<file path="src/rtl/mips_regfile_pkg.sv">
// Shared MIPS register-file constants, also used by the control unit and the jal writeback mux.
package mips_regfile_pkg;
  localparam int DATA_W = 32;
  localparam int ADDR_W = 5;

  localparam logic [ADDR_W-1:0] REG_ZERO = 5'd0;
  localparam logic [ADDR_W-1:0] REG_SP   = 5'd29;
  localparam logic [ADDR_W-1:0] REG_RA   = 5'd31;
endpackage

</file>
<file path="src/rtl/mips_regfile_if.sv">
// Register-file read/write bus: two combinational read ports and one write port.
interface mips_regfile_if #(
  parameter int DATA_W = mips_regfile_pkg::DATA_W,
  parameter int ADDR_W = mips_regfile_pkg::ADDR_W
);
  import mips_regfile_pkg::*;

  logic [ADDR_W-1:0] rs_addr;
  logic [ADDR_W-1:0] rt_addr;
  logic [DATA_W-1:0] rs_data;
  logic [DATA_W-1:0] rt_data;
  logic              wr_en;
  logic [ADDR_W-1:0] wr_addr;
  logic [DATA_W-1:0] wr_data;

  modport master (
    output rs_addr, rt_addr, wr_en, wr_addr, wr_data,
    input  rs_data, rt_data
  );

  modport slave (
    input  rs_addr, rt_addr, wr_en, wr_addr, wr_data,
    output rs_data, rt_data
  );
endinterface

</file>
<file path="src/rtl/mips_regfile_decoder5to32.sv">
// 5-bit address to 32 one-hot strobes gated by enable; plain AND/XNOR gate form.
module decoder5to32
  import mips_regfile_pkg::*;
(
  input  logic [4:0]  i_addr,
  input  logic        i_en,
  output logic [31:0] o_sel
);
  for (genvar gi = 0; gi < 32; gi++) begin : g_line
    localparam logic [4:0] C_MATCH = gi[4:0];
    assign o_sel[gi] = i_en & (&(~(i_addr ^ C_MATCH)));
  end
endmodule

</file>
<file path="src/rtl/mips_regfile.sv">
// 32-entry MIPS GPR file: async-clear storage, combinational reads, optional write-through bypass.
module mips_regfile #(
  parameter int DATA_W = mips_regfile_pkg::DATA_W,
  parameter int ADDR_W = mips_regfile_pkg::ADDR_W,
  parameter bit BYPASS = 1'b1
) (
  input  logic           clk,
  input  logic           rst,
  mips_regfile_if.slave  bus
);
  import mips_regfile_pkg::*;

  localparam int DEPTH = 1 << ADDR_W;

  // Entry 0 has no storage; it is tied to zero in the read view.
  logic [DATA_W-1:0] r_regs [1:DEPTH-1];
  logic [DATA_W-1:0] w_file [DEPTH];
  logic [DEPTH-1:0]  w_wr_sel;
  logic              w_byp_rs;
  logic              w_byp_rt;

  decoder5to32 u_dec (
    .i_addr (bus.wr_addr),
    .i_en   (bus.wr_en),
    .o_sel  (w_wr_sel)
  );

  always_ff @(posedge clk or posedge rst) begin
    if (rst) begin
      for (int i = 1; i < DEPTH; i++) r_regs[i] <= '0;
    end else begin
      for (int i = 1; i < DEPTH; i++) begin
        if (w_wr_sel[i]) r_regs[i] <= bus.wr_data;
      end
    end
  end

  assign w_file[0] = '0;
  for (genvar gi = 1; gi < DEPTH; gi++) begin : g_file
    assign w_file[gi] = r_regs[gi];
  end

  // Bypass is held off during reset so both ports read zero while rst is high.
  assign w_byp_rs = BYPASS && !rst && (bus.rs_addr != REG_ZERO) && w_wr_sel[bus.rs_addr];
  assign w_byp_rt = BYPASS && !rst && (bus.rt_addr != REG_ZERO) && w_wr_sel[bus.rt_addr];

  assign bus.rs_data = w_byp_rs ? bus.wr_data : w_file[bus.rs_addr];
  assign bus.rt_data = w_byp_rt ? bus.wr_data : w_file[bus.rt_addr];
endmodule

</file>
<file path="src/flat_wrapper.sv">
// flat-port wrapper written by rule: the top's interface ports become plain ports
module mips_regfile_flat import mips_regfile_pkg::*;
#(
  parameter int DATA_W = mips_regfile_pkg::DATA_W,
  parameter int ADDR_W = mips_regfile_pkg::ADDR_W,
  parameter bit BYPASS = 1'b1
)
  (clk, rst, bus_rs_addr, bus_rt_addr, bus_wr_en, bus_wr_addr, bus_wr_data, bus_rs_data, bus_rt_data);
  mips_regfile_if #(.DATA_W(DATA_W), .ADDR_W(ADDR_W)) bus_i ();
  input  logic clk;
  input  logic rst;
  input wire logic [$bits(bus_i.rs_addr)-1:0] bus_rs_addr;
  input wire logic [$bits(bus_i.rt_addr)-1:0] bus_rt_addr;
  input wire logic [$bits(bus_i.wr_en)-1:0] bus_wr_en;
  input wire logic [$bits(bus_i.wr_addr)-1:0] bus_wr_addr;
  input wire logic [$bits(bus_i.wr_data)-1:0] bus_wr_data;
  output wire logic [$bits(bus_i.rs_data)-1:0] bus_rs_data;
  output wire logic [$bits(bus_i.rt_data)-1:0] bus_rt_data;
  assign bus_i.rs_addr = bus_rs_addr;
  assign bus_i.rt_addr = bus_rt_addr;
  assign bus_i.wr_en = bus_wr_en;
  assign bus_i.wr_addr = bus_wr_addr;
  assign bus_i.wr_data = bus_wr_data;
  assign bus_rs_data = bus_i.rs_data;
  assign bus_rt_data = bus_i.rt_data;
  mips_regfile #(.DATA_W(DATA_W), .ADDR_W(ADDR_W), .BYPASS(BYPASS)) u_core (.clk(clk), .rst(rst), .bus(bus_i));
endmodule
</file>
<file path="config.mk">
export PLATFORM = sky130hd
export DESIGN_NAME = mips_regfile_flat
export DESIGN_NICKNAME = d
export VERILOG_FILES = /design/src/rtl/mips_regfile_pkg.sv /design/src/rtl/mips_regfile_if.sv /design/src/rtl/mips_regfile_decoder5to32.sv /design/src/rtl/mips_regfile.sv /design/src/flat_wrapper.sv
export SDC_FILE = /design/constraint.sdc
export NUM_CORES = 2
export LEC_CHECK = 0
export BUFFER_PORTS_ARGS = -buffer_cell sky130_fd_sc_hd__buf_4
export CAP_MARGIN = 20
export CELL_PAD_IN_SITES_DETAIL_PLACEMENT = 1
export CELL_PAD_IN_SITES_GLOBAL_PLACEMENT = 2
export CORE_UTILIZATION = 42
export DETAILED_ROUTE_END_ITERATION = 6
export GPL_TIMING_DRIVEN = 0
export PLACE_DENSITY_LB_ADDON = 0.1
export SLEW_MARGIN = 20
export SYNTH_ARGS = -nofsm -noshare
export SYNTH_HDL_FRONTEND = slang
export SYNTH_SLANG_ARGS = --single-unit
</file>
<file path="constraint.sdc">
create_clock -name clk -period 47.5 [get_ports clk]
set_clock_uncertainty 0.2 [all_clocks]
set_input_delay 11.875 -clock clk [delete_from_list [all_inputs] [get_ports clk]]
set_output_delay 11.875 -clock clk [all_outputs]
set_load 0.03 [all_outputs]
</file>
## Word level (Yosys, flattened, before mapping)

Index checks and enable logic that the tools add are counted.
W data, S select, Z words.

- Output and inout port bits: 64
- Register bits after elaboration: 992
- Logic and storage cells: 182
- Input bits: 50

- Bitwise operators: 96
- Reductions and logical operators: 39
- Muxes and demuxes: 12
- $lt $le $gt $ge: 4

Operator list:

| cell | count |
|---|---|
| $bmux W32 S5 | 2 |
| $mux W32 | 6 |
| $not A5 Y5 | 32 |
| $reduce_and A5 Y1 | 32 |
| $and A1 B1 Y1 | 32 |
| $not A3 Y3 | 10 |
| $not A2 Y2 | 10 |
| $not A4 Y4 | 5 |
| $ge A6 B6 Y1 const B | 2 |
| $lt A5 B6 Y1 const B | 2 |
| $not A5 Y6 | 2 |
| $bmux W1 S5 | 2 |
| $reduce_bool A5 Y1 | 2 |
| $not A1 Y1 | 5 |
| $logic_and A1 B1 Y1 | 4 |
| $mux W1 | 2 |
| $logic_not A1 Y1 | 1 |

## Longest topological paths before layout

- Depth after elaboration: 8
- Gate-level depth with buffers: 10
- Mapped depth without buffers: 5

## Modules after synthesis

Synthesis repeated with hierarchy kept, for this count alone.

- Cell total of the unflattened synthesis: 3,924
- Area total of the unflattened synthesis: 54,551.1 sq um

By module, submodules not included:

| module | seq. area each (sq um) | instances | area each (sq um) | cells each |
|---|---|---|---|---|
| mips_regfile | 24,823.8 | 1 | 54,320.8 | 3,877 |
| decoder5to32 | 0.0 | 1 | 230.2 | 47 |

## Least setup slack after synthesis

Ideal clock, no wire load.

- Path type: in2out
- Start point: input port rst
- End point: output port bus_rt_data[10]
- Path buffers: 2
- Arrival time: 34,739 ps
- Stages: 6
- Required time: 35,425 ps
- Setup slack: 686 ps
- Cells stage by stage: inv_1 nand4_1 a221o_1 buf_2 clkbuf_1 a21oi_1

- Longest elaborated chain between the ends: 4

Ends and longest elaborated chain:

| item | line | text |
|---|---|---|
| from (decl) | flat_wrapper.sv:11 | `input logic rst;` |
| $logic_not A1 Y1 (no source line) | n/a |  |
| $logic_and A1 B1 Y1 (2 in a row) | mips_regfile.sv:45 | `assign w_byp_rt = BYPASS && !rst && (bus.rt_addr != REG_ZERO) && w_wr_sel[bus.rt_addr];` |
| $mux W32 | mips_regfile.sv:48 | `assign bus.rt_data = w_byp_rt ? bus.wr_data : w_file[bus.rt_addr];` |
| to (decl) | flat_wrapper.sv:18 | `output wire logic [$bits(bus_i.rt_data)-1:0] bus_rt_data;` |

Every way passes these cells.

## Worst setup path in the final report

- Start point: input port bus_rs_addr[1]
- End point: output port bus_rs_data[17]

- Longest elaborated chain between the ends: 5
- Elaborated cells between the ends (all ways): 10
- Classes of those cells: 6 x mux; 1 x bitwise; 3 x reduce/logical

Ends and longest elaborated chain:

| item | line | text |
|---|---|---|
| from (decl) | flat_wrapper.sv:12 | `input wire logic [$bits(bus_i.rs_addr)-1:0] bus_rs_addr;` |
| $not A5 Y6 (implied by the code) | mips_regfile.sv:47 | `assign bus.rs_data = w_byp_rs ? bus.wr_data : w_file[bus.rs_addr];` |
| $bmux W32 S5 | mips_regfile.sv:47 |  |
| $mux W32 (implied by the code) (2 in a row) | mips_regfile.sv:47 |  |
| $mux W32 (*) | mips_regfile.sv:47 |  |
| to (decl) | flat_wrapper.sv:17 | `output wire logic [$bits(bus_i.rs_data)-1:0] bus_rs_data;` |

Mark *: on every way between the ends. The rest lies on a longest branch, timed or not. The select of a mux whose other input is x is not followed.

==> run_results.csv <==
group,metric,value,unit
synthesis,synth_edf_count,0,
critical_path,critPathLaunchType,"primary input",
pwr,power_frac_seq,0.423,
finish,drive_above_1_share,0.514,
outcome,status,"completed",
timing,slew_viol_final,0,
pwr,pwr-share-comb,0.230,
synthesis,avgSynthCellArea,14.8,um^2
clock_network,htree_levels,3,
route,drc,0,
grt,gr-total-overflow,0,
floorplan,fp.dieW,360,um
synthesis,yosys-top-cells-count,"1144 x mux2_2, 992 x dfrtp_1, 419 x mux4_2",
pwr,power.internal,1.88,mW
clock_network,ctsResizeCount,0,
synthesis,synth.distinct_cells,48,
timing,slew_headroom,0.176,
critical_path,end_kind,"primary output",
finish,largest_reg_flops,992,
timing,setup_tns,0,ns
min_path,hold_path_class,"flop to flop",
grt,track_usage,0.358,
floorplan,start_util,0.425,
timing,hold_viol_final,0,
placed_design,gp_congestion,0.918,
synthesis,async_flop_share,1.00,
grt,grt_pass1_vias,38200,
placed_design,hpwlAfterDp,163000,um
critical_path,critical-path-max-stage-delay,0.89,ns
critical_path,worstSetupPathType,"primary input to primary output",
synthesis,synth.most_common_cell,"mux2_2",
floorplan,placementRows,130,
grt,grt_max_degree,101,
finish,fin_nets,3934,
pwr,leakage,26.1,nW
route,drt-wirelength-per-cell,41.1,um
pwr,pwr-share-clk,0.347,
route,ant_nets,0,
finish,utilization,0.483,
synthesis,yosysSeqAreaShare,0.462,
critical_path,crit_chain,"buf_2 > buf_2 > buf_2 > clkbuf_1 > mux4_2 > mux2i_1 > o211ai_1 > mux2_2 > buf_4",
synthesis,synthTopCellsByArea,"dfrtp_1 46%, mux2_2 24%, mux4_2 18%",
timing,setup_viol,0,
placed_design,portBuffers,103,
timing,period_needed,28.16,ns
critical_path,critPathMostFrequentCell,"buf_2",
clock_network,cts_setup_buffers,0,
route,routed_via_density,6.67,
pwr,swShare,0.299,
clock_network,clkLatencyLatePin,0.74,ns
synthesis,synth-seq-cells,992,
synthesis,synth_top_cell_by_area,"dfrtp_1",
floorplan,coreArea,126000,um^2
timing,hold_slack,0.315,ns
critical_path,crit_required,35.42,ns
clock_network,path_clk_slew,0.06,ns
run,cap_violations,0,
critical_path,crit_slowest_cell,"clkbuf_1",
pwr,p_per_area,44.1,nW/um^2
route,dr.first_iter.drc_count,3753,
synthesis,ys.flop_type,"dfrtp_1",
clock_network,cts_buffers,115,
pwr,p_sw,0.802,mW
clock_network,hold_buffers,0,
critical_path,crit_path_max_fanout,10,
timing,max_clock_freq,35.5,MHz
synthesis,yosysWarnings,0,
finish,regMostFlops,"u_core.r_regs",
grt,grt_pass1_wl,319000,um
critical_path,cp.arrival,16.08,ns
synthesis,synth_top_area_frac,0.462,
timing,fin_crit_sh,0.593,
route,wl,231000,um
grt,antenna_found_initial,6,
synthesis,synthCells,3637,
clock_network,tritoncts,"yes",
finish,syn_to_final_growth,13.6,%
clock_network,clock-sinks,992,
timing,worstMarginPinSlew,1.24,ns
timing,rsz0062_at_grt,"false",
clock_network,cts_root_buffer,"clkbuf_16",
floorplan,dieHeight,360,um
synthesis,synth_nets,3687,
pwr,ir_drop,29.2,uV
floorplan,die_area,129000,um^2
clock_network,cts_buffer_depth,3,
route,firstDrtPassIters,5,
floorplan,ios,114,
finish,top_regs,"u_core.r_regs x992",
synthesis,syn-cell-area,53700,um^2
route,vias,37500,
-- per-layer routing --
| layer | GRT usage | up-vias | wire [um] |
|---|---|---|---|
| met5 | 0 | - | 35 |
| met4 | 0.191 | 6 | 14100 |
| met3 | 0.0657 | 422 | 16900 |
| met2 | 0.534 | 1770 | 103000 |
| met1 | 0.498 | 20700 | 97400 |
| li1 | - | 14600 | - |
-- final timing paths --
kind	startpoint	end	slack (ns)	cells after the start
setup / recovery	bus_rs_addr[1]	bus_rs_data[17]	19.35	9
setup reg to reg	u_core.r_regs[610]	u_core.r_regs[610]	46.48	1
hold reg to reg	u_core.r_regs[379]	u_core.r_regs[379]	0.32	1
hold / removal	u_core.r_regs[379]	u_core.r_regs[379]	0.32	1
max in group asynchronous	rst	u_core.r_regs[426]	33.77	6
min in group asynchronous	rst	u_core.r_regs[281]	11.09	2
-- worst max-delay path: cells and delay by family --
| family | cells | cell delay (ns) |
|---|---|---|
| buffers and inverters | 5 | 2.61 |
| multiplexers | 3 | 1.36 |
| AO/OA/AOI/OAI | 1 | 0.16 |
-- power by group through the flow --
stage               Sequential (mW)  Clock [mW]  Combinational, mW
floorplan                      1.10           0              0.431
global placement               1.14           0              0.595
detailed placement             1.15           0              0.611
CTS                            1.13       0.941              0.614
global route                   1.16       0.972              0.643
finish                         1.14       0.932              0.618
-- placed cells by master (no fill, tap or decap), drive strengths merged, types with 21 or more instances in the layout --
cell     netlist  layout
mux2        1150    1150
nor2b         27      27
nand2         23      23
o22ai         44      44
o211ai        21      21
nand3         31      31
a21oi         49      49
clkinv         0      24
a2111oi       31      31
mux2i        108     108
a22o          21      21
a221o         22      22
mux4         419     419
dfrtp        992     992
a221oi        61      61
a22oi         24      24
buf          171     298
clkbuf       231     404
nand2b        31      31
o21ai         28      28
nor2          73      73
-- cells by family (layout without fill, tap and decap cells) --
group                     after synthesis  in the layout  share of synthesized area
muxes                                1677           1677                      0.437
AOI/OAI and AO/OA                     326            326                     0.0450
xor gates and xnor gates                8              8                    0.00131
DFF                                   992            992                      0.462
buffers and inverters                 409            748                     0.0326
other                                   0              1                          0
and+or+nand+nor                       225            225                     0.0216
-- final cells by class --
cell class	instances	area, um^2
Clock inverter	38	479
Antenna cell	1	2.50
Inverter	7	33.8
Multi-Input combinational cell	2236	27200
Fill cell	12400	65300
Timing Repair Buffer	130	1220
Buffer	402	1780
Tap cell	1650	2060
Clock buffer	171	3380
Sequential cell	992	24800
-- metrics by stage --
step	worst slack [ns]	power, mW	cells	area, um^2
2_1_floorplan	0.686	1.53	3637	53700
5_1_grt	19.51	2.77	5626	61000
3_5_place_dp	19.61	1.76	5414	57100
4_1_cts	19.61	2.69	5623	60900
6_report	19.35	2.69	5627	61000
3_3_place_gp	-11.26	1.74	5390	56500
No activity file was read; power rests on OpenSTA's default activity.
